`config.mk`:
```
export PLATFORM = sky130hd
export DESIGN_NAME = picosoc_bus_decoder
export DESIGN_NICKNAME = d
export VERILOG_FILES = /design/src/rtl/picosoc_bus_pkg.sv /design/src/rtl/picosoc_addr_match.sv /design/src/rtl/picosoc_bus_decoder.sv
export SDC_FILE = /design/constraint.sdc
export NUM_CORES = 1
export LEC_CHECK = 0
export CELL_PAD_IN_SITES_DETAIL_PLACEMENT = 2
export CELL_PAD_IN_SITES_GLOBAL_PLACEMENT = 2
export CORE_UTILIZATION = 23
export DETAILED_ROUTE_END_ITERATION = 12
export PLACE_DENSITY_LB_ADDON = 0.05
export SYNTH_ARGS = -nofsm -noshare
export SYNTH_HDL_FRONTEND = slang
export SYNTH_SLANG_ARGS = --single-unit
```
`constraint.sdc`:
```
create_clock -name clk -period 12.8 [get_ports clk]
set_input_delay 2.56 -clock clk [delete_from_list [all_inputs] [get_ports clk]]
set_output_delay 2.56 -clock clk [all_outputs]
set_load 0.005 [all_outputs]
```
`src/rtl/picosoc_bus_pkg.sv`:
```
// Shared types and constants for the PicoSoC native-bus decoder.
//   state_t    : decoder FSM state encoding (IDLE/ACTIVE/RESP)
//   ERR_*      : cause of the response currently being produced
//   ERR_CNT_W  : width of the saturating error counter
package picosoc_bus_pkg;

  typedef enum logic [1:0] {
    IDLE   = 2'd0,
    ACTIVE = 2'd1,
    RESP   = 2'd2
  } state_t;

  localparam logic [1:0] ERR_NONE    = 2'd0;
  localparam logic [1:0] ERR_DECODE  = 2'd1;
  localparam logic [1:0] ERR_TIMEOUT = 2'd2;

  localparam int ERR_CNT_W = 8;

endpackage

```
`src/rtl/picosoc_addr_match.sv`:
```
// Combinational priority address decoder.
//   addr_i : address to decode
//   base_i : packed NSLAVES*32 window bases, slave i at [32*i+:32]
//   mask_i : packed NSLAVES*32 window masks, slave i at [32*i+:32]
//   hit_o  : at least one window matches
//   idx_o  : lowest matching slave index (0 when no hit)
module picosoc_addr_match #(
  parameter int NSLAVES = 4,
  parameter int IDX_W   = (NSLAVES > 1) ? $clog2(NSLAVES) : 1
) (
  input  logic [31:0]           addr_i,
  input  logic [NSLAVES*32-1:0] base_i,
  input  logic [NSLAVES*32-1:0] mask_i,
  output logic                  hit_o,
  output logic [IDX_W-1:0]      idx_o
);

  // Scan from the top down so the lowest matching index is the last write.
  always_comb begin
    hit_o = 1'b0;
    idx_o = '0;
    for (int i = NSLAVES - 1; i >= 0; i--) begin
      if ((addr_i & mask_i[32*i +: 32]) == base_i[32*i +: 32]) begin
        hit_o = 1'b1;
        idx_o = IDX_W'(i);
      end
    end
  end

endmodule

```
`src/rtl/picosoc_bus_decoder.sv`:
```
// Routes one PicoRV32 native memory master to NSLAVES address-windowed
// slaves, one transaction outstanding, with decode/timeout error responses.
//   clk, reset                     : clock, async active-high reset
//   m_valid/m_addr/m_wdata/m_wstrb : master request (wstrb == 0 is a read)
//   m_ready/m_rdata/m_err          : registered one-cycle response
//   s_valid (one-hot), s_addr/s_wdata/s_wstrb (broadcast) : slave request
//   s_ready, s_rdata (packed)      : per-slave response
//   err_irq/err_addr/err_count     : error pulse, last error address, count
//
// state  | meaning
// IDLE   | waiting for m_valid; decode and register the request
// ACTIVE | s_valid to selected slave; wait for s_ready or timeout
// RESP   | m_ready high for one cycle, then back to IDLE
module picosoc_bus_decoder
  import picosoc_bus_pkg::*;
#(
  parameter int                    NSLAVES        = 4,
  parameter logic [NSLAVES*32-1:0] SLAVE_BASE     = {NSLAVES{32'h0}},
  parameter logic [NSLAVES*32-1:0] SLAVE_MASK     = {NSLAVES{32'hFF00_0000}},
  parameter int                    TIMEOUT_CYCLES = 255,
  parameter logic [31:0]           ERR_RDATA      = 32'hFFFF_FFFF
) (
  input  logic                  clk,
  input  logic                  reset,
  input  logic                  m_valid,
  input  logic [31:0]           m_addr,
  input  logic [31:0]           m_wdata,
  input  logic [3:0]            m_wstrb,
  output logic                  m_ready,
  output logic [31:0]           m_rdata,
  output logic                  m_err,
  output logic [NSLAVES-1:0]    s_valid,
  output logic [31:0]           s_addr,
  output logic [31:0]           s_wdata,
  output logic [3:0]            s_wstrb,
  input  logic [NSLAVES-1:0]    s_ready,
  input  logic [NSLAVES*32-1:0] s_rdata,
  output logic                  err_irq,
  output logic [31:0]           err_addr,
  output logic [ERR_CNT_W-1:0]  err_count
);

  localparam int IDX_W = (NSLAVES > 1) ? $clog2(NSLAVES) : 1;
  // Counter only needs to reach TIMEOUT_CYCLES-1.
  localparam int TO_W  = (TIMEOUT_CYCLES > 1) ? $clog2(TIMEOUT_CYCLES) : 1;
  localparam bit TO_EN = (TIMEOUT_CYCLES != 0);
  localparam logic [TO_W-1:0] TO_LAST =
    TO_W'((TIMEOUT_CYCLES > 0) ? TIMEOUT_CYCLES - 1 : 0);

  state_t                 state_q;
  logic [IDX_W-1:0]       sel_q;
  logic [NSLAVES-1:0]     s_valid_q;
  logic [31:0]            s_addr_q;
  logic [31:0]            s_wdata_q;
  logic [3:0]             s_wstrb_q;
  logic                   m_ready_q;
  logic                   m_err_q;
  logic [31:0]            m_rdata_q;
  logic                   err_irq_q;
  logic [31:0]            err_addr_q;
  logic [ERR_CNT_W-1:0]   err_count_q;
  logic [TO_W-1:0]        to_cnt_q;

  logic                   dec_hit;
  logic [IDX_W-1:0]       dec_idx;
  logic                   sel_ready;
  logic [31:0]            sel_rdata;
  logic [1:0]             err_cause;

  picosoc_addr_match #(
    .NSLAVES (NSLAVES),
    .IDX_W   (IDX_W)
  ) u_addr_match (
    .addr_i (m_addr),
    .base_i (SLAVE_BASE),
    .mask_i (SLAVE_MASK),
    .hit_o  (dec_hit),
    .idx_o  (dec_idx)
  );

  assign sel_ready = s_ready[sel_q];
  assign sel_rdata = s_rdata[32*sel_q +: 32];

  // s_ready on the last timeout cycle wins over the timeout.
  always_comb begin
    err_cause = ERR_NONE;
    case (state_q)
      IDLE:    if (m_valid && !dec_hit) err_cause = ERR_DECODE;
      ACTIVE:  if (m_valid && !sel_ready && TO_EN && (to_cnt_q == TO_LAST))
                 err_cause = ERR_TIMEOUT;
      default: err_cause = ERR_NONE;
    endcase
  end

  always_ff @(posedge clk or posedge reset) begin
    if (reset) begin
      state_q     <= IDLE;
      sel_q       <= '0;
      s_valid_q   <= '0;
      s_addr_q    <= '0;
      s_wdata_q   <= '0;
      s_wstrb_q   <= '0;
      m_ready_q   <= 1'b0;
      m_err_q     <= 1'b0;
      m_rdata_q   <= '0;
      err_irq_q   <= 1'b0;
      err_addr_q  <= '0;
      err_count_q <= '0;
      to_cnt_q    <= '0;
    end else begin
      m_ready_q <= 1'b0;
      err_irq_q <= 1'b0;
      case (state_q)
        IDLE: begin
          to_cnt_q <= '0;
          if (m_valid) begin
            s_addr_q  <= m_addr;
            s_wdata_q <= m_wdata;
            s_wstrb_q <= m_wstrb;
            sel_q     <= dec_idx;
            if (dec_hit) begin
              s_valid_q <= NSLAVES'(1) << dec_idx;
              state_q   <= ACTIVE;
            end else begin
              state_q   <= RESP;
            end
          end
        end
        ACTIVE: begin
          if (!m_valid) begin
            // master gave up: silent abort, no response
            s_valid_q <= '0;
            to_cnt_q  <= '0;
            state_q   <= IDLE;
          end else if (sel_ready) begin
            s_valid_q <= '0;
            m_rdata_q <= sel_rdata;
            m_err_q   <= 1'b0;
            m_ready_q <= 1'b1;
            state_q   <= RESP;
          end else if (err_cause == ERR_TIMEOUT) begin
            s_valid_q <= '0;
            state_q   <= RESP;
          end else begin
            to_cnt_q  <= to_cnt_q + 1'b1;
          end
        end
        RESP: begin
          m_err_q  <= 1'b0;
          to_cnt_q <= '0;
          state_q  <= IDLE;
        end
        default: state_q <= IDLE;
      endcase

      if (err_cause != ERR_NONE) begin
        m_ready_q  <= 1'b1;
        m_err_q    <= 1'b1;
        m_rdata_q  <= ERR_RDATA;
        err_irq_q  <= 1'b1;
        // on a decode error s_addr is being loaded this same edge
        err_addr_q <= (err_cause == ERR_DECODE) ? m_addr : s_addr_q;
        if (err_count_q != '1) err_count_q <= err_count_q + 1'b1;
      end
    end
  end

  assign m_ready   = m_ready_q;
  assign m_rdata   = m_rdata_q;
  assign m_err     = m_err_q;
  assign s_valid   = s_valid_q;
  assign s_addr    = s_addr_q;
  assign s_wdata   = s_wdata_q;
  assign s_wstrb   = s_wstrb_q;
  assign err_irq   = err_irq_q;
  assign err_addr  = err_addr_q;
  assign err_count = err_count_q;

endmodule

```
==> summary.txt <==
Final worst slack = 7740 ps
Final setup TNS = 0 ps
Finished Core Util = 35.9%
Crit-path cells = clkdlybuf4s50_1, or3b_4, a21oi_4, nor2_4, buf_4, a221o_1
Detail-routed via count per cell = 4.62
Worst min path class = reg -> reg
Final hold slack = 476 ps
TritonCTS buffer count = 17
Diode count = 0
DP Area = 9130 sq um
Pre-CTS setup slack = 7280 ps
Reg clk slew, reported paths = 60 ps
Std-Cell Rows = 60
Post_cts resized = 0
Asr flop ratio synth = 100%
Starting Density = 23.5%
Critical path class = in -> reg
Fin. max-slew vios = 0
Top Ports = 350
Total grt overflow = 0
Synthesized area = 6360 sq um
Int Pwr = 0.955 mW
Reg2reg setup slack = 10,060 ps
Clock net sink count = 154
Max Cap Viol = 0
DRC = 0
RSZ-0062 raised after global routing = false
First-pass GRT wire length = 37,000 um
Leading area contributor after synthesis = dfrtp_1
Area grow syn2layout = 52.5%
Tcrit/Tclk final = 39.5%
Flops & latches, synth = 154
CP peak stage delay = 760 ps
Mapped Avg Cell Area = 9.92 sq um
Post-synth EDFFs = 0
Die X-Extent = 168 um
Initial antenna violation count = 1
Via count = 5,666
Routed WL per cell = 19.3 um
Min-delay src = s_wstrb[1]
Clock power frac = 36.7%
Overall Global Routing Usage = 17.1%
WP buf/inv = 2
Final hold vios = 0
DP HPWL = 15,800 um
Die area = 28,300 sq um
CTS tree = built
P_sw = 0.373 mW
Power Dens Cells = 137 nW/um^2
Crit path DAT = 5360 ps
Setup crit end kind = register
VDD IR max = 0.0000694 V
Max Fclk = 198 MHz
Max transition margin = 33.1%
Hold Path Depth = 2
Total power = 1.33 mW
Prevailing post-synth register cell = dfrtp_1
Share of the synthesized area in the top cell type = 60.6%
Die H = 168 um
Worst R2R Path Depth = 5
Largest cells by area after synthesis = dfrtp_1 61%, nand2_1 15%, a21o_1 4.1%
Leak = 4.44 nW
Outcome = completed
Final setup violation count = 0
FILL cells = 2,884
Worst hold endpoint = s_wstrb[1]
Switching part of the total = 28.1%
Later-pin clock latency in the skew report = 420 ps
Worst setup SP type = input pin
Largest net degree at the start of global routing = 93
Synth Instances = 641
Fin nets = 1,079
Drt pass-1 iters = 4
Setup Fix Bufs, Post-CTS = 0
Routed Wire Length = 23,700 um
Root buffer cell = clkbuf_16
Hold buffer count at CTS = 0
Vias in the first global route = 6,382
Top delay family on crit path = compound AO/OA/AOI/OAI gates
Port Buffer Count = 247
RR Endpoint = err_addr[31]
Seq/Total Area, Yosys = 60.6%
Worst-case clock buffer depth = 2
RD Place Congestion = 0.764
Worst Path Required = 13,100 ps
Placed cell count = 1,195
R2r startpoint = state_q[0]
Skew final = 13.1 ps
Critical path's slowest cell = a21oi_4
Core area = 27,000 sq um
Worst slew pin tran = 1000 ps
Synth cell types = 40
Final cell area excluding filler cells = 9690 sq um
Number of H-tree levels = 4
DR iter-0 viols = 200
Crit path max fanout = 68
Final antenna-violating net count = 0
Worst path depth = 6
Comb pwr share = 19.3%
Share of post-route cells with drive strength above 1 = 5.53%
Final Non-Filler Cells = 1,227
Warnings, synthesis = 0
Seq pwr share = 44.0%
Crit path time final = 5060 ps
## worst max path at each step
| stage | startpoint | end | slack [ps] |
|---|---|---|---|
| global placement | m_valid | err_addr[30] | 7320 |
| global route | m_valid | err_addr[25] | 7590 |
| floorplan | reset | err_addr[0] | 6090 |
| CTS | m_valid | err_addr[28] | 7720 |
| finish | m_valid | err_addr[31] | 7740 |
| detailed placement | m_valid | err_addr[31] | 7280 |
## cell families (layout without fill, tap and decap cells)
family	count (synthesis)	after routing	share of synthesized area, %
multiplexers	2	2	0.354
AO/OA/AOI/OAI	98	98	12.0
flip-flops	154	154	60.6
other	1	3	0.0590
buffers and inverters	49	292	3.48
XOR/XNOR	5	5	0.689
adder cells (fa/ha/maj)	3	3	0.591
AND/OR/NAND/NOR	329	329	22.2
## cells in the final DEF (no fill, tap or decap), types with 2 or more instances in the layout
cell type / n
or4_1: 6
clkdlybuf4s50_1: 247
and2_1: 10
a221o_1: 8
mux2_2: 2
a21boi_0: 3
a211oi_1: 2
xor2_1: 4
o21ai_0: 6
buf_4: 6
clkbuf_16: 17
conb_1: 3
o31ai_1: 7
inv_1: 6
a22o_1: 24
clkinv_4: 4
nor4_2: 2
nand4_1: 5
inv_6: 5
and4_1: 4
nand3_1: 39
clkinvlp_4: 3
clkbuf_8: 2
dfrtp_1: 154
ha_1: 3
nand2_1: 252
a21o_1: 35
a21oi_1: 8
nor2_1: 2
## final cells by class
type	count	area, sq um	share of cell area [%]
Sequential cell	154	3850	39.8
Timing Repair Buffer	253	2520	26.0
Multi-Input combinational cell	440	2300	23.7
Clock buffer	19	453	4.67
Tap cell	341	427	4.40
Clock inverter	13	109	1.12
Inverter	7	31.3	0.323
## synthesized netlist by cell type (6+ instances only)
library cell and n:
inv_1 7, buf_2 12, a221o_1 8, nand3_1 39
and2_1 10, a22o_1 24, dfrtp_1 154, a21oi_1 8
nand2_1 252, or4_1 6, o31ai_1 7, o21ai_0 6
clkbuf_1 21, a21o_1 35
## state kept, by name (all words and copies together), names as in the netlist, 2 cells and up
| register | cells |
|---|---|
| err_addr | 32 |
| m_rdata | 32 |
| s_addr | 32 |
| s_wdata | 32 |
| err_count | 8 |
| to_cnt_q | 8 |
| s_wstrb | 4 |
| state_q | 2 |
## power groups by stage
| stage | registers, mW | clock network, mW | logic [mW] |
|---|---|---|---|
| 5_1_grt | 0.594 | 0.525 | 0.282 |
| 4_1_cts | 0.586 | 0.510 | 0.265 |
| 6_report | 0.584 | 0.487 | 0.257 |
| 2_1_floorplan | 0.589 | 0 | 0.0830 |
| 3_5_place_dp | 0.593 | 0 | 0.263 |
| 3_3_place_gp | 0.590 | 0 | 0.257 |
## metal layers
layer	part of all wire, %	wire length, um	track usage [%]	vias up
li1	-	-	-	2605
met1	41	9690	19.9	2899
met2	52	12200	30.1	146
met3	6.4	1510	5.64	14
met4	1.0	245	4.55	2
met5	0.051	12	0	-
## worst reg2reg max path, cell delays in order (launching register included)
cell and delay [ps]:
dfrtp_1 500, or3b_4 460, a21oi_4 760, nor2_4 70
buf_4 420, a221o_1 410
(Power assumes the default switching activity.)
